<file path="src/rtl/cpu_pkg.sv">
`default_nettype none
// ============================================================================
//  Module  : cpu_pkg
//  Purpose : Shared decode constants: destination-select encodings, fixed
//            register indices and instruction field positions.
//  Revision: 1.0  initial release
// ============================================================================
package cpu_pkg;

  // Destination register source select, as driven by the control unit.
  typedef enum logic [2:0] {
    DST_RT   = 3'd0,
    DST_RD   = 3'd1,
    DST_SP   = 3'd2,
    DST_LINK = 3'd3,
    DST_RS   = 3'd4
  } dst_sel_e;

  // Fixed architectural registers.
  localparam int unsigned SP_REG   = 29;
  localparam int unsigned LINK_REG = 31;

  // Register-index field positions within the instruction word.
  localparam int unsigned RS_LSB  = 21;
  localparam int unsigned RT_LSB  = 16;
  localparam int unsigned RD_LSB  = 11;
  localparam int unsigned FIELD_W = 5;

endpackage
`default_nettype wire

</file>
<file path="src/rtl/dest_sel_mux.sv">
`default_nettype none
// ============================================================================
//  Module  : dest_sel_mux
//  Purpose : Combinational destination-register selector. Picks the write
//            destination from an instruction field or a fixed register and
//            flags encodings that name no destination.
//  Ports   : instr   [31:0]      decoded instruction word
//            reg_sel [2:0]       destination source select
//            legal               reg_sel is a defined encoding
//            dest    [REG_AW-1:0] selected destination index (0 when illegal)
//  Revision: 1.0  initial release
// ============================================================================
module dest_sel_mux
  import cpu_pkg::*;
#(
  parameter int REG_AW   = 5,
  parameter int SP_IDX   = 29,
  parameter int LINK_IDX = 31
) (
  input  logic [31:0]       instr,
  input  logic [2:0]        reg_sel,
  output logic              legal,
  output logic [REG_AW-1:0] dest
);

  // Instruction fields are 5 bits wide; they are zero-extended into the
  // index width so a wider register file never sees stray upper bits.
  logic [REG_AW-1:0] w_rs;
  logic [REG_AW-1:0] w_rt;
  logic [REG_AW-1:0] w_rd;

  assign w_rs = REG_AW'(instr[RS_LSB +: FIELD_W]);
  assign w_rt = REG_AW'(instr[RT_LSB +: FIELD_W]);
  assign w_rd = REG_AW'(instr[RD_LSB +: FIELD_W]);

  // Opcode and function bits play no part in destination selection.
  logic w_unused_instr;
  assign w_unused_instr = &{1'b0, instr[31:26], instr[10:0]};

  always_comb begin
    legal = 1'b1;
    dest  = '0;
    case (reg_sel)
      DST_RT:   dest = w_rt;
      DST_RD:   dest = w_rd;
      DST_SP:   dest = REG_AW'(SP_IDX);
      DST_LINK: dest = REG_AW'(LINK_IDX);
      DST_RS:   dest = w_rs;
      default:  legal = 1'b0;
    endcase
  end

endmodule
`default_nettype wire

</file>
<file path="src/rtl/reg_dest_queue.sv">
`default_nettype none
// ============================================================================
//  Module  : reg_dest_queue
//  Purpose : In-order queue of write-back destination indices between decode
//            and the register-file write port, with a per-register count of
//            pending writes used to raise RAW hazards on two source operands.
//  Ports   : clk, reset (async, active-low)
//            instr, reg_sel, push_valid / push_ready   decode-side enqueue
//            sel_err                                   illegal select pulse
//            pop_valid, pop_ready, pop_dest            write-back dequeue
//            rs_q, rt_q / hazard_a, hazard_b           hazard lookup
//            flush                                     synchronous clear
//            count                                     occupied entries
//  Revision: 1.0  initial release
// ============================================================================
module reg_dest_queue #(
  parameter int REG_AW   = 5,
  parameter int DEPTH    = 4,
  parameter int SP_REG   = cpu_pkg::SP_REG,
  parameter int LINK_REG = cpu_pkg::LINK_REG
) (
  input  logic                     clk,
  input  logic                     reset,
  input  logic [31:0]              instr,
  input  logic [2:0]               reg_sel,
  input  logic                     push_valid,
  output logic                     push_ready,
  output logic                     sel_err,
  output logic                     pop_valid,
  input  logic                     pop_ready,
  output logic [REG_AW-1:0]        pop_dest,
  input  logic [REG_AW-1:0]        rs_q,
  input  logic [REG_AW-1:0]        rt_q,
  output logic                     hazard_a,
  output logic                     hazard_b,
  input  logic                     flush,
  output logic [$clog2(DEPTH):0]   count
);

  import cpu_pkg::*;

  localparam int c_ptr_w = $clog2(DEPTH);
  localparam int c_cnt_w = $clog2(DEPTH) + 1;
  localparam int c_nreg  = 2 ** REG_AW;
  localparam logic [c_cnt_w-1:0] c_full = c_cnt_w'(DEPTH);

  // ---------------------------------------------------------------------------
  // Destination select
  // ---------------------------------------------------------------------------
  logic              w_legal;
  logic [REG_AW-1:0] w_dest;

  dest_sel_mux #(
    .REG_AW   (REG_AW),
    .SP_IDX   (SP_REG),
    .LINK_IDX (LINK_REG)
  ) u_dest_sel_mux (
    .instr   (instr),
    .reg_sel (reg_sel),
    .legal   (w_legal),
    .dest    (w_dest)
  );

  // ---------------------------------------------------------------------------
  // Queue state
  // ---------------------------------------------------------------------------
  logic [REG_AW-1:0]  r_mem [DEPTH];
  logic [c_ptr_w-1:0] r_wptr;
  logic [c_ptr_w-1:0] r_rptr;
  logic [c_cnt_w-1:0] r_count;
  logic               r_sel_err;
  logic [c_cnt_w-1:0] r_pend [c_nreg];

  logic              w_push_try;
  logic              w_push;
  logic              w_pop;
  logic [REG_AW-1:0] w_head;

  // Readiness comes only from the registered count, so a full queue refuses
  // a push even when the head is leaving in the same cycle.
  assign push_ready = (r_count != c_full);
  assign pop_valid  = (r_count != '0);
  assign w_head     = r_mem[r_rptr];
  assign pop_dest   = pop_valid ? w_head : '0;
  assign count      = r_count;
  assign sel_err    = r_sel_err;

  assign w_push_try = push_valid & push_ready;
  assign w_push     = w_push_try & w_legal & ~flush;
  assign w_pop      = pop_valid & pop_ready & ~flush;

  // Storage carries no reset: stale entries are never observed because
  // pop_dest is masked by pop_valid.
  always_ff @(posedge clk) begin
    if (w_push) begin
      r_mem[r_wptr] <= w_dest;
    end
  end

  // DEPTH is a power of two, so pointers wrap naturally.
  always_ff @(posedge clk or negedge reset) begin
    if (!reset) begin
      r_wptr  <= '0;
      r_rptr  <= '0;
      r_count <= '0;
    end else if (flush) begin
      r_wptr  <= '0;
      r_rptr  <= '0;
      r_count <= '0;
    end else begin
      if (w_push) begin
        r_wptr <= r_wptr + 1'b1;
      end
      if (w_pop) begin
        r_rptr <= r_rptr + 1'b1;
      end
      case ({w_push, w_pop})
        2'b10:   r_count <= r_count + 1'b1;
        2'b01:   r_count <= r_count - 1'b1;
        default: r_count <= r_count;
      endcase
    end
  end

  // An illegal select is reported even in a flush cycle.
  always_ff @(posedge clk or negedge reset) begin
    if (!reset) begin
      r_sel_err <= 1'b0;
    end else begin
      r_sel_err <= w_push_try & ~w_legal;
    end
  end

  // ---------------------------------------------------------------------------
  // Pending-write scoreboard
  // ---------------------------------------------------------------------------
  logic [c_nreg-1:0] w_inc;
  logic [c_nreg-1:0] w_dec;

  // Register 0 is hardwired to zero: it never gains a pending count, and so
  // its pop must not decrement either.
  assign w_inc[0] = 1'b0;
  assign w_dec[0] = 1'b0;

  for (genvar r = 1; r < c_nreg; r++) begin : g_pend_dec
    assign w_inc[r] = w_push && (w_dest == REG_AW'(r));
    assign w_dec[r] = w_pop  && (w_head == REG_AW'(r));
  end

  always_ff @(posedge clk or negedge reset) begin
    if (!reset) begin
      for (int r = 0; r < c_nreg; r++) begin
        r_pend[r] <= '0;
      end
    end else begin
      for (int r = 0; r < c_nreg; r++) begin
        if (flush) begin
          r_pend[r] <= '0;
        end else if (w_inc[r] && !w_dec[r]) begin
          r_pend[r] <= r_pend[r] + 1'b1;
        end else if (w_dec[r] && !w_inc[r]) begin
          r_pend[r] <= r_pend[r] - 1'b1;
        end
      end
    end
  end

  assign hazard_a = (r_pend[rs_q] != '0);
  assign hazard_b = (r_pend[rt_q] != '0);

endmodule
`default_nettype wire

</file>
<file path="config.mk">
export PLATFORM = sky130hd
export DESIGN_NAME = reg_dest_queue
export DESIGN_NICKNAME = d
export VERILOG_FILES = /design/src/rtl/cpu_pkg.sv /design/src/rtl/dest_sel_mux.sv /design/src/rtl/reg_dest_queue.sv
export SDC_FILE = /design/constraint.sdc
export NUM_CORES = 1
export LEC_CHECK = 0
export CORE_MARGIN = 2
export CORE_UTILIZATION = 41
export DETAILED_ROUTE_END_ITERATION = 6
export SLEW_MARGIN = 0
export SYNTH_ARGS = -nofsm -noshare
export SYNTH_HDL_FRONTEND = slang
export SYNTH_SLANG_ARGS = --single-unit
</file>
<file path="constraint.sdc">
create_clock -name clk -period 4.7 [get_ports clk]
set_clock_uncertainty 0.15 [all_clocks]
set_input_delay 0.47 -clock clk [delete_from_list [all_inputs] [get_ports clk]]
set_output_delay 0.47 -clock clk [all_outputs]
set_load 0.02 [all_outputs]
</file>
* After elaboration in Yosys (flattened, before gate mapping)
Memories as Yosys holds them, arrays and structs flattened. Cells that the tools add are included.
Cells by class: add/subtract/negate cells 66, magnitude comparators 2, equality and inequality tests 69, mux-type cells 110, bitwise gates (word level) 10, reduce and logical (&&, ||, !) cells 225
Operators with widths (number):
- $mux W3 | 98
- $eq A5 B5 Y1 const B | 32
- $logic_and A1 B1 Y1 | 124
- $reduce_bool A3 Y1 | 35
- $add A3 B1 Y3 const B | 32
- $sub A3 B1 Y3 const B | 32
- $eq A5 B4 Y1 const B | 16
- $logic_not A1 Y1 | 62
- $eq A5 B3 Y1 const B | 8
- $bmux W3 S5 | 2
- $pmux W5 S5 | 1
- $eq A5 B2 Y1 const B | 4
- $ge A6 B6 Y1 const B | 2
- $not A5 Y6 | 2
- $eq A5 B1 Y1 const B | 2
- $mux W2 | 4
- $and A1 B1 Y1 | 6
- $eq A3 B2 Y1 const B | 2
- $pmux W3 S2 | 1
- $mux W5 | 1
- $reduce_or A5 Y1 | 1
- $add A2 B1 Y2 const B | 2
- $reduce_bool A2 Y1 | 2
- $eq A3 B1 Y1 const B | 1
- 7 further kinds | 10
Word-level totals: flip-flop bits (word level) 101, memory bits (writable) 20, input bits 50, output and inout bits 13, memories kept 1
Memory list:
- r_mem | depth 4, width 5, rd ports 1, clocked after Yosys merged registers in 0, write ports 1, line reg_dest_queue.sv:67 | logic [REG_AW-1:0] r_mem [DEPTH];

* Longest topological paths before layout
Gate-level depths: netlist of run 1.
depth in word-level cells 11, depth in mapped cells 13

* Modules after synthesis
Synthesis of run 1 repeated with hierarchy kept, for this count alone.
Second synthesis, totals: cell total of the unflattened synthesis 1134, area, all modules 9833.2 um^2
By module, submodules not included:
- reg_dest_queue | times used 1, cells an instance 1109, area each 9621.7 um^2, seq. area each 3128.0 um^2
- dest_sel_mux | times used 1, cells an instance 25, area each 211.5 um^2, seq. area each 0.0 um^2

* Worst setup path after synthesis of run 1
OpenSTA, ideal clock, no wires.
path kind flip-flop to flip-flop, start reg r_rptr[0], end reg r_pend[53] in the netlist's numbering, arrival 3.110 ns, data required time 4.471 ns, path slack 1.360 ns, stages on the path, launching flop included 11, path through dfrtp_1 > buf_6 > mux4_1 > nand2b_1 > buf_2 > nor3_1 > nor4_1 > fa_1 > or4_1 > o22ai_1 > mux2i_1
Between the ends: longest elaborated chain between the ends 7
Ends and longest elaborated chain:
- from (decl) | line reg_dest_queue.sv:69 | logic [c_ptr_w-1:0] r_rptr;
- from (signal assigned) | line reg_dest_queue.sv:115 | r_rptr <= r_rptr + 1'b1;
- $mem_v2 Z4 W5 *
- $eq A5 B4 Y1 * | line reg_dest_queue.sv:147 | assign w_dec[r] = w_pop && (w_head == REG_AW'(r));
- $logic_and A1 B1 Y1 * | line reg_dest_queue.sv:147
- $logic_not A1 Y1 | line reg_dest_queue.sv:159 | end else if (w_inc[r] && !w_dec[r]) begin
- $logic_and A1 B1 Y1 | line reg_dest_queue.sv:159
- $mux W3 | line reg_dest_queue.sv:159
- $mux W3 | line reg_dest_queue.sv:157 | if (flush) begin
- to (signal, indexed assignment) | line reg_dest_queue.sv:160 | r_pend[r] <= r_pend[r] + 1'b1;
- to (signal, indexed assignment) | line reg_dest_queue.sv:162 | r_pend[r] <= r_pend[r] - 1'b1;
- to (decl) | line reg_dest_queue.sv:72 | logic [c_cnt_w-1:0] r_pend [c_nreg];
Every way passes the cells marked *; elsewhere a longest branch is shown, timed or not. A chain may end at the register's enable or synchronous reset.

* Final worst setup path of run 1
start in rs_q[0], end out hazard_a
Between the ends: longest elaborated chain between the ends 5
Ends and longest elaborated chain:
- from (decl) | line reg_dest_queue.sv:32 | input logic [REG_AW-1:0] rs_q,
- $not A5 Y6 (implied by the code) | line reg_dest_queue.sv:168 | assign hazard_a = (r_pend[rs_q] != '0);
- $bmux W3 S5 | line reg_dest_queue.sv:168
- $mux W3 (implied by the code) (2 in series) | line reg_dest_queue.sv:168
- $reduce_bool A3 Y1 | line reg_dest_queue.sv:168
- to (decl) | line reg_dest_queue.sv:34 | output logic hazard_a,
No other way between the ends. The select of a mux whose other input is x is not followed.

==> report_table.html, run 1 <==
<table>
<tr><th>Metric</th><th>Value</th></tr>
<tr><th colspan="2">Outcome</th></tr>
<tr><td>Run status</td><td>finished, violations left</td></tr>
<tr><td>Violated checks</td><td>hold timing</td></tr>
<tr><th colspan="2">Clock tree</th></tr>
<tr><td>Number of buffers created by CTS</td><td>17</td></tr>
<tr><td>Count of hold-fix buffers inserted at cts</td><td>0</td></tr>
<tr><td>Sink count of the clock tree</td><td>121</td></tr>
<tr><td>CTS clk-pin slew, worst paths</td><td>about 60 ps</td></tr>
<tr><td>Htree depth</td><td>4</td></tr>
<tr><td>Clock Tree Buf Depth</td><td>2</td></tr>
<tr><td>Number of cells upsized or downsized after cts</td><td>0</td></tr>
<tr><td>CTS tree</td><td>built</td></tr>
<tr><td>Post CTS Setup Buffer Count</td><td>0</td></tr>
<tr><td>Root buffer selected by CTS</td><td>clkbuf_16</td></tr>
<tr><td>Clock Latency Late Sink</td><td>between 400 and 500 ps</td></tr>
<tr><th colspan="2">Yosys</th></tr>
<tr><td>Number of enable-type register cells in the synthesized netlist</td><td>20</td></tr>
<tr><td>Post-synthesis mux area share</td><td>0.144</td></tr>
<tr><td>Number of synthesized register bits</td><td>121</td></tr>
<tr><td>Fraction of the mapped netlist area in adder cells</td><td>0.0803</td></tr>
<tr><td>Count of cell types in the netlist</td><td>73</td></tr>
<tr><td>Part of the Yosys area used for sequential elements</td><td>0.364</td></tr>
<tr><td>Synthesized-area fraction occupied by ao, oa, aoi and oai cells</td><td>0.119</td></tr>
<tr><td>Synth top area cells</td><td>dfrtp_1 (29%), fa_1 (7.4%), edfxtp_1 (7.0%)</td></tr>
<tr><td>Main combinational cell family by area after synthesis</td><td>simple AND/OR/NAND/NOR gates</td></tr>
<tr><td>Async SR Flop Fraction</td><td>0.835</td></tr>
<tr><td>Dominant cell type by area after synthesis</td><td>dfrtp_1</td></tr>
<tr><td>Main flop type after synthesis</td><td>dfrtp_1</td></tr>
<tr><td>Syn avg cell area</td><td>9.85 µm²</td></tr>
<tr><td>Cell count after synthesis</td><td>873</td></tr>
<tr><td>Number of warnings reported in the yosys synthesis log</td><td>0</td></tr>
<tr><td>Share of Yosys cell area claimed by the top area cell type</td><td>0.294</td></tr>
<tr><td>Total standard cell area after synthesis</td><td>roughly 8600 µm²</td></tr>
<tr><td>Xor/xnor share of the synthesized area</td><td>0.0204</td></tr>
<tr><td>Synthesized netlist net count</td><td>959</td></tr>
<tr><td>Post-synthesis simple-gate area fraction</td><td>0.215</td></tr>
<tr><th colspan="2">Detailed routing</th></tr>
<tr><td>Average wire length per cell after detail routing</td><td>17.5 µm</td></tr>
<tr><td>Detail Route Antenna Nets</td><td>0</td></tr>
<tr><td>First-pass DRT Iterations</td><td>5</td></tr>
<tr><td>Iteration-0 DRC count of the detailed router</td><td>490</td></tr>
<tr><td>Vias</td><td>6665</td></tr>
<tr><td>Vias/cell</td><td>approximately 5.5</td></tr>
<tr><td>Detailed-route wire length</td><td>21000 µm</td></tr>
<tr><td>Residual DRC</td><td>0</td></tr>
<tr><th colspan="2">Finish</th></tr>
<tr><td>Commonest cells after routing, fill and taps aside</td><td>nor3_1 (106), dfrtp_1 (101), inv_1 (75), nor2_1 (64), mux2i_1 (54)</td></tr>
<tr><td>Final nets</td><td>between 1000 and 1500</td></tr>
<tr><td>Commonest non-fill, non-tap cell in the layout</td><td>nor3_1</td></tr>
<tr><td>Share of final-layout standard cells stronger than drive strength 1</td><td>0.133</td></tr>
<tr><td>Layout-stage area growth over the synthesis result</td><td>16.2%</td></tr>
<tr><td>Antenna fix cells</td><td>0</td></tr>
<tr><th colspan="2">Placed design</th></tr>
<tr><td>Port-buffer cells</td><td>45</td></tr>
<tr><td>HPWL after detailed placement</td><td>roughly 15000 µm</td></tr>
<tr><td>Placer congestion estimate</td><td>0.816</td></tr>
<tr><th colspan="2">Worst setup path</th></tr>
<tr><td>Type of destination of the critical path</td><td>primary output</td></tr>
<tr><td>Kind of start point of the critical path</td><td>primary input</td></tr>
<tr><td>Req. time, crit path</td><td>about 4100 ps</td></tr>
<tr><td>Maximum fanout count along the critical path</td><td>13</td></tr>
<tr><td>Flop-to-flop setup slack</td><td>780 ps</td></tr>
<tr><td>Worst EP arrival</td><td>3320 ps</td></tr>
<tr><td>Type of the worst setup path</td><td>primary input to primary output</td></tr>
<tr><th colspan="2">Pwr</th></tr>
<tr><td>Pleak</td><td>3.98 nW</td></tr>
<tr><td>VDD IR-drop max</td><td>0.261 mV</td></tr>
<tr><td>Power density over the cells</td><td>342 nW/µm²</td></tr>
<tr><th colspan="2">Timing</th></tr>
<tr><td>Aggregate negative setup slack</td><td>0 ps</td></tr>
<tr><td>Finish-stage setup viols</td><td>0</td></tr>
<tr><td>Post-route worst hold slack</td><td>-2.67 ps</td></tr>
<tr><td>Final period utilization</td><td>0.839</td></tr>
<tr><td>Transition time at the pin with the least slew margin</td><td>1090 ps</td></tr>
<tr><td>RSZ-0062 raised after global routing</td><td>false</td></tr>
<tr><td>Number of max-slew violations in the final report</td><td>0</td></tr>
<tr><td>Min Tclk post-route</td><td>3940 ps</td></tr>
<tr><td>Max Freq</td><td>0.254 GHz</td></tr>
<tr><td>Worst slew margin relative to its limit</td><td>0.269</td></tr>
<tr><td>Final Hold Vio Count</td><td>1</td></tr>
<tr><th colspan="2">Die</th></tr>
<tr><td>I/O Pins</td><td>63</td></tr>
<tr><td>Row cnt</td><td>52</td></tr>
<tr><td>DIE AREA</td><td>22200 µm²</td></tr>
<tr><td>Core outline area</td><td>20400 µm²</td></tr>
<tr><td>Height of the die</td><td>149 µm</td></tr>
<tr><td>X dimension of the die</td><td>149 µm</td></tr>
<tr><td>Starting Density</td><td>0.421</td></tr>
<tr><th colspan="2">Hold path</th></tr>
<tr><td>Type of the most critical hold path</td><td>primary input to async pin</td></tr>
<tr><th colspan="2">Global routing</th></tr>
<tr><td>GRT Total Usage</td><td>0.202</td></tr>
<tr><td>Gr ovfl total</td><td>0</td></tr>
<tr><td>Number of antenna violations at the first check in global routing</td><td>0</td></tr>
<tr><td>Global-route wire length before repair</td><td>34500 µm</td></tr>
<tr><td>Maximum number of pins on one net before global-route repair</td><td>74</td></tr>
<tr><td>Vias in the first global route</td><td>6459</td></tr>
<tr><th colspan="2">Job</th></tr>
<tr><td>MaxCap Viol Count</td><td>0</td></tr>
</table>
-- where the power goes --
part / leakage, nW / switching (W) / internal (W)
combinational: 2.11 / 0.000554 / 0.000355
sequential: 1.59 / 0.0000619 / 0.00112
clock: 0.285 / 0.000537 / 0.000790
-- worst max-delay path, cell delays in order --
cell and delay [ps]:
clkdlybuf4s50_1 970, mux4_2 640, mux4_2 470, mux2i_1 140, clkdlybuf4s50_1 630
-- per-layer routing --
metal | vias to the layer above | GRT usage | wire (µm)
met4 | 0 | 0.0581 | 284
li1 | 3235 | - | -
met3 | 19 | 0.0440 | 1050
met2 | 151 | 0.309 | 9400
met5 | - | 0 | 0
met1 | 3260 | 0.289 | 10300
-- worst paths after layout --
path | from | end | cells past startpoint
max in group asynchronous | reset | r_pend[39] | 2
worst min register to register | r_pend[68] | r_pend[68] | 1
min in group clk | r_pend[68] | r_pend[68] | 1
worst max-delay path | rs_q[0] | hazard_a | 5
worst max register to register | r_rptr[0] | r_pend[53] | 8
worst min-delay path | reset | r_pend[68] | 1
-- Yosys cell counts (3+ instances only) --
cell type	instances
clkbuf_1	33
nand2_1	14
nor4_1	12
a311oi_1	8
o21ai_0	10
nand2b_1	41
nor3_1	106
o311a_1	3
ha_1	4
inv_1	75
nor2_1	64
clkinv_1	3
edfxtp_1	20
o311ai_0	7
xor2_1	6
and3_1	3
a21boi_0	7
nand3_1	22
mux2_1	4
buf_2	6
a21o_1	13
nor3b_1	3
a31oi_1	8
mux2_2	15
o22ai_1	3
a211oi_1	11
nand4_1	9
and2_1	11
fa_1	32
xnor2_1	14
mux4_1	4
nor3_2	7
o31ai_1	4
o21a_1	21
mux2i_1	54
nor2b_1	16
a21oi_1	32
or3_1	7
o21a_2	3
mux4_2	17
dfrtp_1	101
-- area by class of cell --
| class | count | area, µm² |
|---|---|---|
| repair buffers | 73 | 656 |
| multi-input cells | 630 | 4990 |
| flip-flops and latches | 121 | 3130 |
| fillers | 1937 | 10400 |
| clock inverters | 15 | 168 |
| well taps | 270 | 338 |
| inverters | 78 | 293 |
| clock buffers | 17 | 425 |
-- logic make-up after synthesis --
| group | count (synthesis) |
|---|---|
| xor gates and xnor gates | 20 |
| DFF | 121 |
| buffers and inverters | 122 |
| muxes | 94 |
| and+or+nand+nor | 337 |
| AOI/OAI and AO/OA | 143 |
| adders and majority gates | 36 |
-- sequential cells by signal, summed over array words and instances, names as in the netlist --
| name | count |
|---|---|
| r_pend | 93 |
| r_mem | 20 |
| count | 3 |
| r_rptr | 2 |
| r_wptr | 2 |
| sel_err | 1 |
-- metrics by stage --
stage | cells | util | worst slack [ps] | power [W] | cell area [µm²]
after CTS | 1204 | 0.489 | 740 | 0.00345 | 9990
after global placement | 1172 | 0.460 | 611 | 0.00210 | 9400
after global routing | 1204 | 0.489 | 551 | 0.00358 | 9990
final | 1204 | 0.489 | 757 | 0.00342 | 9990
after detailed placement | 1172 | 0.460 | 570 | 0.00211 | 9400
after floorplan | 873 | - | 1360 | 0.00178 | 8600
(Power assumes the default switching activity.)
==> run 2, diff against run 1 <==
==> constraint.sdc (replaced) <==
create_clock -name clk -period 3.2 [get_ports clk]
set_clock_uncertainty 0.15 [all_clocks]
set_input_delay 0.32 -clock clk [delete_from_list [all_inputs] [get_ports clk]]
set_output_delay 0.32 -clock clk [all_outputs]
set_load 0.02 [all_outputs]
==> run 2 against run 1 <==
  * The run now ends clean
  * Critical path depth rose by 4
  * Sequential cell count did not move
  * Sequential share of layout area fell by 3.9 points
  * Hold slack improved by 230 ps
  * Register-to-register slack got worse by 720 ps
  * Final area rose by 14%
  * Power rose by 63%
  * First-iteration DRC count rose by 1.2%
  * Global-route usage rose by 1.6 points
  * Largest power group unchanged
==> report_table.html, run 2 (synthesized netlist as in run 1, its figures left out) <==
<table>
<tr><th>Metric</th><th>Value</th></tr>
<tr><th colspan="2">Worst setup path</th></tr>
<tr><td>Flop-to-flop setup slack</td><td>60 ps (was 780 ps)</td></tr>
<tr><td>Reg-to-reg critical path startpoint</td><td>r_rptr[0] (unchanged)</td></tr>
<tr><td>Maximum fanout count along the critical path</td><td>6 (was 13)</td></tr>
<tr><td>Type of the worst setup path</td><td>register to register (was primary input to primary output)</td></tr>
<tr><td>Reg-to-reg endpoint</td><td>r_pend[5] (was r_pend[53])</td></tr>
<tr><td>Worst EP arrival</td><td>3310 ps (was 3320 ps)</td></tr>
<tr><td>Kind of start point of the critical path</td><td>register (was primary input)</td></tr>
<tr><td>Type of destination of the critical path</td><td>register (was primary output)</td></tr>
<tr><td>Launching instance or port of the critical path</td><td>r_rptr[0] (was rs_q[0])</td></tr>
<tr><td>Req. time, crit path</td><td>3370 ps (was 4080 ps)</td></tr>
<tr><td>Depth of the worst register-to-register path</td><td>9 (was 8)</td></tr>
<tr><th colspan="2">Detailed routing</th></tr>
<tr><td>Residual DRC</td><td>0 (unchanged)</td></tr>
<tr><td>Average wire length per cell after detail routing</td><td>17.4 µm (was 17.5 µm)</td></tr>
<tr><td>Detailed-route wire length</td><td>23300 µm (was 21000 µm)</td></tr>
<tr><td>Vias/cell</td><td>5.48 (was 5.54)</td></tr>
<tr><td>First-pass DRT Iterations</td><td>5 (unchanged)</td></tr>
<tr><td>Detail Route Antenna Nets</td><td>0 (unchanged)</td></tr>
<tr><td>Iteration-0 DRC count of the detailed router</td><td>496 (was 490)</td></tr>
<tr><td>Vias</td><td>7352 (was 6665)</td></tr>
<tr><th colspan="2">Timing</th></tr>
<tr><td>Min Tclk post-route</td><td>3140 ps</td></tr>
<tr><td>Number of max-slew violations in the final report</td><td>0 (unchanged)</td></tr>
<tr><td>Final period utilization</td><td>0.982</td></tr>
<tr><td>Max Freq</td><td>~0.32 GHz</td></tr>
<tr><td>Finish-stage setup viols</td><td>0 (unchanged)</td></tr>
<tr><td>Min setup slack post-route</td><td>56.4 ps (was 757 ps)</td></tr>
<tr><td>Final Hold Vio Count</td><td>0 (was 1)</td></tr>
<tr><td>Worst slew margin relative to its limit</td><td>0.523 (was 0.269)</td></tr>
<tr><td>Transition time at the pin with the least slew margin</td><td>713 ps (was 1090 ps)</td></tr>
<tr><td>RSZ-0062 raised after global routing</td><td>true (was false)</td></tr>
<tr><th colspan="2">Global routing</th></tr>
<tr><td>Maximum number of pins on one net before global-route repair</td><td>72 (was 74)</td></tr>
<tr><td>Number of antenna violations at the first check in global routing</td><td>0 (unchanged)</td></tr>
<tr><td>GRT Total Usage</td><td>0.217 (was 0.202)</td></tr>
<tr><td>Vias in the first global route</td><td>7193 (was 6459)</td></tr>
<tr><td>Gr ovfl total</td><td>0 (unchanged)</td></tr>
<tr><td>Global-route wire length before repair</td><td>37400 µm (was 34500 µm)</td></tr>
<tr><th colspan="2">Finish</th></tr>
<tr><td>Number of flip-flops in the largest register</td><td>93 (unchanged)</td></tr>
<tr><td>Register with the most flip-flops</td><td>r_pend (unchanged)</td></tr>
<tr><td>Seq. cell area</td><td>3130 µm² (about the same)</td></tr>
<tr><td>Layout-stage area growth over the synthesis result</td><td>32.6% (was 16.2%)</td></tr>
<tr><td>Share of final-layout standard cells stronger than drive strength 1</td><td>0.292 (was 0.133)</td></tr>
<tr><td>Multi-input gate area</td><td>5270 µm² (was 4990 µm²)</td></tr>
<tr><td>Antenna fix cells</td><td>0 (unchanged)</td></tr>
<tr><td>Commonest cells after routing, fill and taps aside</td><td>buf_4 (155), dfrtp_1 (100), nor3_1 (87), inv_1 (75), nor2_1 (61) (was nor3_1 (106), dfrtp_1 (101), inv_1 (75), nor2_1 (64), mux2i_1 (54))</td></tr>
<tr><td>Commonest non-fill, non-tap cell in the layout</td><td>buf_4 (was nor3_1)</td></tr>
<tr><td>Layout filler cell count</td><td>1844 (was 1937)</td></tr>
<tr><td>Final standard cell count with taps included and fillers excluded</td><td>1342 (was 1204)</td></tr>
<tr><td>Layout Cell Area excl Fill</td><td>11400 µm² (was 9990 µm²)</td></tr>
<tr><td>Final nets</td><td>1145 (was 1007)</td></tr>
<tr><th colspan="2">Placed design</th></tr>
<tr><td>Area after DPL</td><td>10400 µm² (was 9400 µm²)</td></tr>
<tr><td>Placer congestion estimate</td><td>0.877 (was 0.816)</td></tr>
<tr><td>Count of placed standard cells including taps</td><td>1301 (was 1172)</td></tr>
<tr><td>Post-placement worst setup slack</td><td>-305 ps (was 570 ps)</td></tr>
<tr><td>HPWL after detailed placement</td><td>16500 µm (was 15100 µm)</td></tr>
<tr><td>Port-buffer cells</td><td>45 (unchanged)</td></tr>
<tr><th colspan="2">Pwr</th></tr>
<tr><td>VDD IR-drop max</td><td>0.445 mV (was 0.261 mV)</td></tr>
<tr><td>Pleak</td><td>4.78 nW (was 3.98 nW)</td></tr>
<tr><td>PnR Total Power</td><td>0.00556 W (was 0.00342 W)</td></tr>
<tr><td>Power density over the cells</td><td>487 nW/µm² (was 342 nW/µm²)</td></tr>
<tr><th colspan="2">Die</th></tr>
<tr><td>Height of the die</td><td>149 µm (unchanged)</td></tr>
<tr><td>DIE AREA</td><td>22200 µm² (unchanged)</td></tr>
<tr><td>X dimension of the die</td><td>149 µm (unchanged)</td></tr>
<tr><td>Core outline area</td><td>20400 µm² (unchanged)</td></tr>
<tr><td>Starting Density</td><td>0.421 (unchanged)</td></tr>
<tr><td>I/O Pins</td><td>63 (unchanged)</td></tr>
<tr><td>Row cnt</td><td>52 (unchanged)</td></tr>
<tr><th colspan="2">Clock tree</th></tr>
<tr><td>Clock Latency Late Sink</td><td>430 ps (about the same)</td></tr>
<tr><td>Root buffer selected by CTS</td><td>clkbuf_16 (unchanged)</td></tr>
<tr><td>Clock Tree Buf Depth</td><td>2 (unchanged)</td></tr>
<tr><td>Htree depth</td><td>4 (unchanged)</td></tr>
<tr><td>Number of buffers created by CTS</td><td>17 (unchanged)</td></tr>
<tr><td>CTS tree</td><td>built (unchanged)</td></tr>
<tr><td>CTS clk-pin slew, worst paths</td><td>60 ps (about the same)</td></tr>
<tr><td>Sink count of the clock tree</td><td>121 (unchanged)</td></tr>
<tr><th colspan="2">Hold path</th></tr>
<tr><td>Type of the most critical hold path</td><td>primary input to async pin (unchanged)</td></tr>
<tr><th colspan="2">Outcome</th></tr>
<tr><td>Run status</td><td>finished, final reports clean (was finished, violations left)</td></tr>
<tr><th colspan="2">Job</th></tr>
<tr><td>MaxCap Viol Count</td><td>0 (unchanged)</td></tr>
</table>
run 2: layer usage:
metal | GRT usage | wire length (µm) | up-vias
met4 | 0.0576 | 382 | 0
met3 | 0.0492 | 1270 | 31
met1 | 0.311 | 10900 | 3622
met2 | 0.334 | 10700 | 179
met5 | 0 | 0 | -
li1 | - | - | 3520
run 2: worst max path at each step:
stage	end	slack (ps)
after floorplan	r_pend[53]	3
after global placement	r_pend[50]	-240
after detailed placement	r_pend[31]	-310
after CTS	r_pend[56]	-7
after global routing	r_pend[53]	-70
final	r_pend[5]	60
run 2: timing repair:
| action | in CTS | in global routing |
|---|---|---|
| resized for setup | 13 | 58 |
| pin swaps | 2 | 16 |
| setup buffers | 1 | 5 |
| endpoints found under the hold margin | 31 | 0 |
| setup endpoints to repair | 25 | 33 |
| cloned | 0 | 2 |
| hold buffers | 2 | 0 |
run 2: cell type report:
type	instances	area share
Clock inverter	15	0.0145
Clock buffer	17	0.0373
Multi-Input combinational cell	631	0.462
Timing Repair Buffer	210	0.156
Tap cell	270	0.0296
Sequential cell	121	0.274
Inverter	78	0.0257
run 2: power breakdown:
part / switching [W] / internal (W)
combinational: 0.00103 / 0.000837
sequential: 0.0000840 / 0.00165
clock: 0.000805 / 0.00116
total: 0.00192 / 0.00364
run 2: metrics by stage:
step,hold WS (ps),utilization,setup TNS [ps]
global route,284,0.558,-589
detailed placement,154,0.511,-6930
finish,232,0.558,0
global placement,153,0.511,-4430
CTS,252,0.543,-7.28
floorplan,-126,-,0
run 2: worst max-delay path: stages (launching register included):
cell	delay (ps)
dfrtp_2	410
buf_4	130
mux4_2	550
nand2b_2	260
buf_4	210
nor3_1	280
nor3_1	120
fa_1	390
mux2i_1	160
mux2_2	350
